$ cat config.mk
export PLATFORM = sky130hd
export DESIGN_NAME = id_stage
export DESIGN_NICKNAME = d
export VERILOG_FILES = /design/src/rtl/mips_pkg.sv /design/src/rtl/id_stage_regfile.sv /design/src/rtl/id_stage.sv
export SDC_FILE = /design/constraint.sdc
export NUM_CORES = 2
export LEC_CHECK = 0
export CAP_MARGIN = 10
export CORE_MARGIN = 5
export CORE_UTILIZATION = 61
export CTS_CLUSTER_DIAMETER = 120
export DETAILED_ROUTE_END_ITERATION = 8
export PLACE_DENSITY = 0.81
export REMOVE_ABC_BUFFERS = 1
export SYNTH_ARGS = -nofsm -noshare
export SYNTH_HDL_FRONTEND = slang
export SYNTH_HIERARCHICAL = 1
export SYNTH_SLANG_ARGS = --single-unit
$ cat constraint.sdc
create_clock -name clk -period 4.7 [get_ports clk]
set_clock_uncertainty 0.1 [all_clocks]
set_input_delay 0.47 -clock clk [delete_from_list [all_inputs] [get_ports clk]]
set_output_delay 0.47 -clock clk [all_outputs]
set_load 0.1 [all_outputs]
$ cat src/rtl/mips_pkg.sv
// Shared MIPS decode definitions: opcodes, funct codes, ALU encodings and the
// control/ID-EX bundle types used by the ID stage.
package mips_pkg;

  localparam logic [5:0] OP_RTYPE = 6'h00;
  localparam logic [5:0] OP_J     = 6'h02;
  localparam logic [5:0] OP_BEQ   = 6'h04;
  localparam logic [5:0] OP_BNE   = 6'h05;
  localparam logic [5:0] OP_ADDI  = 6'h08;
  localparam logic [5:0] OP_LW    = 6'h23;
  localparam logic [5:0] OP_SW    = 6'h2B;

  localparam logic [5:0] FN_ADD = 6'h20;
  localparam logic [5:0] FN_SUB = 6'h22;
  localparam logic [5:0] FN_AND = 6'h24;
  localparam logic [5:0] FN_OR  = 6'h25;
  localparam logic [5:0] FN_SLT = 6'h2A;

  localparam logic [31:0] NOP_INSTR = 32'h0000_0000;
  localparam logic [4:0]  REG_ZERO  = 5'd0;

  typedef enum logic [2:0] {
    ALU_ADD = 3'd0,
    ALU_SUB = 3'd1,
    ALU_AND = 3'd2,
    ALU_OR  = 3'd3,
    ALU_SLT = 3'd4
  } alu_ctrl_e;

  // Decoded controls plus the hazard/redirect qualifiers of the ID instruction
  typedef struct packed {
    logic      reg_write;
    logic      mem_to_reg;
    logic      mem_read;
    logic      mem_write;
    logic      alu_src;
    alu_ctrl_e alu_ctrl;
    logic      uses_rt;
    logic      is_branch;
    logic      is_bne;
    logic      is_jump;
    logic      dest_rd;
    logic      dest_rt;
  } ctrl_t;

  typedef struct packed {
    logic        reg_write;
    logic        mem_to_reg;
    logic        mem_read;
    logic        mem_write;
    logic        alu_src;
    logic [2:0]  alu_ctrl;
    logic [31:0] rs_data;
    logic [31:0] rt_data;
    logic [31:0] imm;
    logic [31:0] pc_next;
    logic [4:0]  rs;
    logic [4:0]  rt;
    logic [4:0]  rd;
  } idex_t;

  localparam ctrl_t CTRL_NOP    = ctrl_t'({$bits(ctrl_t){1'b0}});
  localparam idex_t IDEX_BUBBLE = idex_t'({$bits(idex_t){1'b0}});

  function automatic ctrl_t rtype_ctrl(input alu_ctrl_e op);
    ctrl_t c;
    c           = CTRL_NOP;
    c.reg_write = 1'b1;
    c.uses_rt   = 1'b1;
    c.dest_rd   = 1'b1;
    c.alu_ctrl  = op;
    return c;
  endfunction

  function automatic logic [31:0] sext16(input logic [15:0] v);
    return {{16{v[15]}}, v};
  endfunction

endpackage

$ cat src/rtl/id_stage_regfile.sv
// 32x32 register file: two read ports, one write port, $0 hardwired to zero,
// and a same-cycle write-to-read bypass.
module regfile
  import mips_pkg::*;
(
  input  logic        clk,
  input  logic        rst_n,
  input  logic [4:0]  ra1,
  input  logic [4:0]  ra2,
  output logic [31:0] rd1,
  output logic [31:0] rd2,
  input  logic        we,
  input  logic [4:0]  wa,
  input  logic [31:0] wd
);

  logic [31:0] regs_r [32];
  logic        wr_en_s;

  assign wr_en_s = we & (wa != REG_ZERO);

  // Register array storage
  always_ff @(posedge clk or negedge rst_n) begin
    if (!rst_n) begin
      for (int i = 0; i < 32; i++) begin
        regs_r[i] <= 32'd0;
      end
    end else if (wr_en_s) begin
      regs_r[wa] <= wd;
    end
  end

  // Read ports with zero register and write bypass
  always_comb begin
    rd1 = 32'd0;
    rd2 = 32'd0;
    if (ra1 == REG_ZERO) begin
      rd1 = 32'd0;
    end else if (wr_en_s && (wa == ra1)) begin
      rd1 = wd;
    end else begin
      rd1 = regs_r[ra1];
    end
    if (ra2 == REG_ZERO) begin
      rd2 = 32'd0;
    end else if (wr_en_s && (wa == ra2)) begin
      rd2 = wd;
    end else begin
      rd2 = regs_r[ra2];
    end
  end

endmodule

$ cat src/rtl/id_stage.sv
// MIPS instruction-decode stage: decode, ID-stage branch/jump resolution,
// hazard detection and the ID/EX register. Define BRANCH_FWD_EN to forward
// the MEM-stage ALU result into the branch comparator instead of stalling.
module id_stage
  import mips_pkg::*;
(
  input  logic        clk,
  input  logic        rst_n,
  input  logic [31:0] if_id_instruction,
  input  logic [31:0] if_id_pc_next,
  input  logic        wb_reg_write,
  input  logic [4:0]  wb_rd,
  input  logic [31:0] wb_data,
  input  logic        ex_mem_reg_write,
  input  logic        ex_mem_mem_read,
  input  logic [4:0]  ex_mem_rd,
  input  logic [31:0] ex_mem_alu_result,
  output logic        stall,
  output logic        flush_if,
  output logic        jump_taken,
  output logic        branch_taken,
  output logic [31:0] pc_jump,
  output logic [31:0] pc_branch,
  output logic        id_ex_reg_write,
  output logic        id_ex_mem_to_reg,
  output logic        id_ex_mem_read,
  output logic        id_ex_mem_write,
  output logic        id_ex_alu_src,
  output logic [2:0]  id_ex_alu_ctrl,
  output logic [31:0] id_ex_rs_data,
  output logic [31:0] id_ex_rt_data,
  output logic [31:0] id_ex_imm,
  output logic [31:0] id_ex_pc_next,
  output logic [4:0]  id_ex_rs,
  output logic [4:0]  id_ex_rt,
  output logic [4:0]  id_ex_rd
);

  logic [5:0]  opcode_s;
  logic [5:0]  funct_s;
  logic [4:0]  rs_s;
  logic [4:0]  rt_s;
  logic [4:0]  rd_field_s;
  logic [4:0]  dest_s;
  logic [31:0] imm_s;
  logic [31:0] rs_val_s;
  logic [31:0] rt_val_s;
  logic [31:0] cmp_a_s;
  logic [31:0] cmp_b_s;
  ctrl_t       ctrl_s;
  logic        alu_fwd_ok_s;
  logic        load_use_s;
  logic        br_ex_s;
  logic        br_mem_ld_s;
  logic        br_mem_alu_s;
  logic        stall_s;
  logic        taken_cmp_s;
  idex_t       idex_d_s;
  idex_t       idex_r;

  assign opcode_s   = if_id_instruction[31:26];
  assign rs_s       = if_id_instruction[25:21];
  assign rt_s       = if_id_instruction[20:16];
  assign rd_field_s = if_id_instruction[15:11];
  assign funct_s    = if_id_instruction[5:0];
  assign imm_s      = sext16(if_id_instruction[15:0]);

  regfile u_regfile (
    .clk   (clk),
    .rst_n (rst_n),
    .ra1   (rs_s),
    .ra2   (rt_s),
    .rd1   (rs_val_s),
    .rd2   (rt_val_s),
    .we    (wb_reg_write),
    .wa    (wb_rd),
    .wd    (wb_data)
  );

  // Instruction decode; unsupported encodings fall through to all-zero controls
  always_comb begin
    ctrl_s = CTRL_NOP;
    case (opcode_s)
      OP_RTYPE: begin
        case (funct_s)
          FN_ADD:  ctrl_s = rtype_ctrl(ALU_ADD);
          FN_SUB:  ctrl_s = rtype_ctrl(ALU_SUB);
          FN_AND:  ctrl_s = rtype_ctrl(ALU_AND);
          FN_OR:   ctrl_s = rtype_ctrl(ALU_OR);
          FN_SLT:  ctrl_s = rtype_ctrl(ALU_SLT);
          default: ctrl_s = CTRL_NOP;
        endcase
      end
      OP_ADDI: begin
        ctrl_s.reg_write = 1'b1;
        ctrl_s.alu_src   = 1'b1;
        ctrl_s.dest_rt   = 1'b1;
      end
      OP_LW: begin
        ctrl_s.reg_write  = 1'b1;
        ctrl_s.mem_to_reg = 1'b1;
        ctrl_s.mem_read   = 1'b1;
        ctrl_s.alu_src    = 1'b1;
        ctrl_s.dest_rt    = 1'b1;
      end
      OP_SW: begin
        ctrl_s.mem_write = 1'b1;
        ctrl_s.alu_src   = 1'b1;
        ctrl_s.uses_rt   = 1'b1;
        ctrl_s.dest_rt   = 1'b1;
      end
      OP_BEQ, OP_BNE: begin
        ctrl_s.is_branch = 1'b1;
        ctrl_s.is_bne    = (opcode_s == OP_BNE);
        ctrl_s.uses_rt   = 1'b1;
        ctrl_s.alu_ctrl  = ALU_SUB;
        ctrl_s.dest_rt   = 1'b1;
      end
      OP_J: begin
        ctrl_s.is_jump = 1'b1;
      end
      default: ctrl_s = CTRL_NOP;
    endcase
  end

  // Final destination index
  always_comb begin
    dest_s = REG_ZERO;
    if (ctrl_s.dest_rd) begin
      dest_s = rd_field_s;
    end else if (ctrl_s.dest_rt) begin
      dest_s = rt_s;
    end else begin
      dest_s = REG_ZERO;
    end
  end

  assign alu_fwd_ok_s = ex_mem_reg_write & ~ex_mem_mem_read & (ex_mem_rd != REG_ZERO);

`ifdef BRANCH_FWD_EN
  // Branch comparator operands, taking a MEM-stage ALU result when it matches
  always_comb begin
    cmp_a_s = rs_val_s;
    cmp_b_s = rt_val_s;
    if (alu_fwd_ok_s && (ex_mem_rd == rs_s)) begin
      cmp_a_s = ex_mem_alu_result;
    end else begin
      cmp_a_s = rs_val_s;
    end
    if (alu_fwd_ok_s && (ex_mem_rd == rt_s)) begin
      cmp_b_s = ex_mem_alu_result;
    end else begin
      cmp_b_s = rt_val_s;
    end
  end
  assign br_mem_alu_s = 1'b0;
`else
  logic unused_alu_result_s;
  assign unused_alu_result_s = ^ex_mem_alu_result;
  assign cmp_a_s      = rs_val_s;
  assign cmp_b_s      = rt_val_s;
  // Without forwarding, wait one cycle and pick the value up from the WB bypass
  assign br_mem_alu_s = ctrl_s.is_branch & alu_fwd_ok_s &
                        ((ex_mem_rd == rs_s) | (ex_mem_rd == rt_s));
`endif

  assign load_use_s  = id_ex_mem_read & (id_ex_rd != REG_ZERO) &
                       ((id_ex_rd == rs_s) | (ctrl_s.uses_rt & (id_ex_rd == rt_s)));
  assign br_ex_s     = ctrl_s.is_branch & id_ex_reg_write & (id_ex_rd != REG_ZERO) &
                       ((id_ex_rd == rs_s) | (id_ex_rd == rt_s));
  assign br_mem_ld_s = ctrl_s.is_branch & ex_mem_mem_read & (ex_mem_rd != REG_ZERO) &
                       ((ex_mem_rd == rs_s) | (ex_mem_rd == rt_s));
  assign stall_s     = load_use_s | br_ex_s | br_mem_ld_s | br_mem_alu_s;

  assign taken_cmp_s  = ctrl_s.is_bne ? (cmp_a_s != cmp_b_s) : (cmp_a_s == cmp_b_s);
  assign stall        = stall_s;
  assign branch_taken = ~stall_s & ctrl_s.is_branch & taken_cmp_s;
  assign jump_taken   = ~stall_s & ctrl_s.is_jump;
  assign flush_if     = branch_taken | jump_taken;
  assign pc_branch    = if_id_pc_next + {imm_s[29:0], 2'b00};
  assign pc_jump      = {if_id_pc_next[31:28], if_id_instruction[25:0], 2'b00};

  // Next ID/EX bundle: decoded instruction, or a bubble while stalled
  always_comb begin
    idex_d_s = IDEX_BUBBLE;
    if (stall_s) begin
      idex_d_s = IDEX_BUBBLE;
    end else begin
      idex_d_s.reg_write  = ctrl_s.reg_write;
      idex_d_s.mem_to_reg = ctrl_s.mem_to_reg;
      idex_d_s.mem_read   = ctrl_s.mem_read;
      idex_d_s.mem_write  = ctrl_s.mem_write;
      idex_d_s.alu_src    = ctrl_s.alu_src;
      idex_d_s.alu_ctrl   = ctrl_s.alu_ctrl;
      idex_d_s.rs_data    = rs_val_s;
      idex_d_s.rt_data    = rt_val_s;
      idex_d_s.imm        = imm_s;
      idex_d_s.pc_next    = if_id_pc_next;
      idex_d_s.rs         = rs_s;
      idex_d_s.rt         = rt_s;
      idex_d_s.rd         = dest_s;
    end
  end

  // ID/EX pipeline register
  always_ff @(posedge clk or negedge rst_n) begin
    if (!rst_n) begin
      idex_r <= IDEX_BUBBLE;
    end else begin
      idex_r <= idex_d_s;
    end
  end

  assign id_ex_reg_write  = idex_r.reg_write;
  assign id_ex_mem_to_reg = idex_r.mem_to_reg;
  assign id_ex_mem_read   = idex_r.mem_read;
  assign id_ex_mem_write  = idex_r.mem_write;
  assign id_ex_alu_src    = idex_r.alu_src;
  assign id_ex_alu_ctrl   = idex_r.alu_ctrl;
  assign id_ex_rs_data    = idex_r.rs_data;
  assign id_ex_rt_data    = idex_r.rt_data;
  assign id_ex_imm        = idex_r.imm;
  assign id_ex_pc_next    = idex_r.pc_next;
  assign id_ex_rs         = idex_r.rs;
  assign id_ex_rt         = idex_r.rt;
  assign id_ex_rd         = idex_r.rd;

endmodule
==> metrics.txt <==
Pint=21.2 mW; Top Metal Used=met5; FP Rows=117; pre-CTS setup slack=-1.32 ns; most frequent cells in the layout=1158 x dfrtp_1, 1021 x mux2_2, 440 x buf_4; Starting Density=0.616; worst reg2reg path startpoint=id_ex_rd[2]; Fin. Hold Viols=0; sequential cell area=0.0290 sq mm; Slew headroom=0.251; drt pass-1 iters=7; die width=331 microns; Yosys top cell by area=dfrtp_1; GP Congestion=0.961; metal3 WL=25.8 mm; Area Growth Syn to Fin=18.0%; Vias/cell=7.13; Clock Sinks=1158; CP Capture Type=primary output; Tmin final=5.20 ns; total track usage=0.391; register bit total from synthesis=1158; clock buffer depth=3; Root Driver=clkbuf_16; Flop pwr share=0.423; CP max FO=6; met1 wire length=74.0 mm; Ys Warns=6; Hold Path Origin=if_id_pc_next[0]; CP Cell Sequence=dlygate4sd2_1 > xor2_1 > nor4_1 > buf_4 > nand3_2 > nor2_2 > nor3_4 > buf_12 > buf_4 > a221o_1 > xor2_1 > nor4_4 > buf_4 > nand4_1 > nor2_4 > mux2i_4 > o21a_1 > buf_12; CTS tree=done; antenna violations before repair=6; die area=0.110 sq mm; peak supply drop=404 uV; area of the multi-input gates=0.0313 sq mm; ratio of cells with drive above 1 in the final layout=0.430; post-DP HPWL=142 mm; Core Area=0.102 sq mm; Logic pwr share=0.269; gr ovfl total=0; startpoint types=input pin; final-stage net count=5248; leak pwr=32.7 nW; final setup violating endpoints=2; largest net degree at the start of global routing=127; fill count=6570; Worst-Margin Slew=1.12 ns; H-tree level count=3; failing checks=negative setup slack; drt drc=0; slowest cell on the critical path=nor4_4; Max Slew Vio Count=0; most frequent cell on the critical path=buf_4; share of the synthesized area in the top cell type=0.461; hold crit path type=in2reg; status=finished with violations; I/O Buffers=327; Synth cell types=86; CP required=4.13 ns; EDFF count, synth=0; slack of the critical path=-0.496 ns; first-pass GRT wire length=317 mm; WL per Instance=32.8 microns; Max-Cap Viols=0; Max Freq=0.192 GHz; Power Dens Cells=419 mW/mm^2; final wirelength=215 mm; vias in the first global route=48500; Switch Pwr=9.91 mW; Sw Ratio=0.319; Critical Path Max Stage Delay=0.55 ns; TritonCTS buffer count=120; via count=46700; top_reg_cell synth=dfrtp_1; Post-DP Area=0.0699 sq mm; largest cells by area after synthesis=dfrtp_1 46%, mux2_2 18%, mux4_2 13%, mux2i_1 4.0%, clkbuf_1 1.4%; 1st-iter DRT viols=6133; antenna viol nets, final=0; CP top delay family=simple AND/OR/NAND/NOR gates; total negative slack=-0.987 ns; Avg Cell Area, Syn=13.6 sq um; Setup CP Type=in2out; Seq/Total Area, Yosys=0.461; most common cell after layout, fill and taps aside=dfrtp_1; Mapped Cells=4637; Clk pwr share=0.309; RSZ-0062 raised after global routing=true; met2 routed WL=95.6 mm; Ports=362; clk_lat worst skew=0.73 ns; Synth Cell Area=0.0628 sq mm; CP Launch Point=wb_rd[0]; WP data arrival=4.63 ns; clk slew on worst S/H paths=0.07 ns; fin area=0.0741 sq mm; Die Span Y=331 microns; post-synthesis async set-or-reset flop share=1.00; worst path bufs/invs=6; final worst path period share=1.11
## registers in the layout (all words and copies together), names as in the netlist
register and cells:
id_ex_alu_ctrl 3, id_ex_alu_src 1, id_ex_imm 16, id_ex_mem_read 1
id_ex_mem_write 1, id_ex_pc_next 32, id_ex_rd 5, id_ex_reg_write 1
id_ex_rs 5, id_ex_rs_data 32, id_ex_rt 5, id_ex_rt_data 32
u_regfile/regs_r 1024
## synthesized netlist by cell type, drive strengths merged (39+ instances only)
library cell / number
a211oi: 46
a21oi: 73
a221o: 39
a221oi: 41
a22oi: 66
and2: 132
buf: 273
clkbuf: 237
dfrtp: 1158
mux2: 1021
mux2i: 254
mux4: 379
nand2: 98
nand3: 39
nor2: 159
nor3: 80
o21ai: 68
o22ai: 81
xor2: 55
## power groups by stage
stage               registers (mW)  logic (mW)  clock network [mW]
floorplan                     13.6        4.41                   0
finish                        13.1        8.35                9.59
CTS                           13.0        8.26                9.65
global route                  13.3        8.73                10.1
global placement              13.0        7.95                   0
detailed placement            13.2        8.15                   0
## layout make-up
type | instances | area share
repair buffers | 826 | 0.109
inverters | 21 | 0.00106
multi-input cells | 2948 | 0.422
well taps | 1368 | 0.0231
flip-flops and latches | 1158 | 0.391
diodes | 5 | 0.000169
clock inverters | 44 | 0.00545
clock buffers | 180 | 0.0482
## metrics by stage
stage	util	total power, mW	cells	hold slack, ns
floorplan	-	18.0	4127	0.0744
global placement	0.685	21.0	6307	0.276
detailed placement	0.685	21.3	6307	0.284
CTS	0.726	30.9	6543	0.220
global route	0.726	32.1	6547	0.242
finish	0.726	31.1	6550	0.253
## timing repair
action,CTS,global route
resized for setup,19,4
pin swaps,11,0
setup endpoints to repair,2,2
endpoints found under the hold margin,70,0
setup buffers,13,2
hold buffers,1,0
## metal layers
layer | vias to the layer above | track usage
met5 | - | 0
met3 | 1061 | 0.106
li1 | 18400 | -
met1 | 23800 | 0.490
met4 | 2 | 0.283
met2 | 3464 | 0.589
## path summary, 6_finish.rpt
path,slack (ns),end,cells after the start
min in group asynchronous,0.32,u_regfile/regs_r[979],2
max reg2reg,2.07,id_ex_rt_data[11],5
max,-0.50,flush_if,18
max in group asynchronous,2.83,u_regfile/regs_r[288],3
min,0.25,id_ex_pc_next[0],2
min reg2reg,0.30,u_regfile/regs_r[1009],0
## cell families (layout without fill, tap and decap cells)
| family | count (synthesis) | count (layout) | share of synthesized area |
|---|---|---|---|
| AO/OA/AOI/OAI | 536 | 536 | 0.0606 |
| XOR/XNOR | 85 | 85 | 0.0118 |
| adder cells (fa/ha/maj) | 30 | 30 | 0.00609 |
| multiplexers | 1654 | 1654 | 0.360 |
| AND/OR/NAND/NOR | 641 | 641 | 0.0538 |
| flip-flops | 1158 | 1158 | 0.461 |
| buffers and inverters | 532 | 1071 | 0.0463 |
| other | 1 | 7 | 0.0000597 |
No activity file was read; power rests on OpenSTA's default activity.
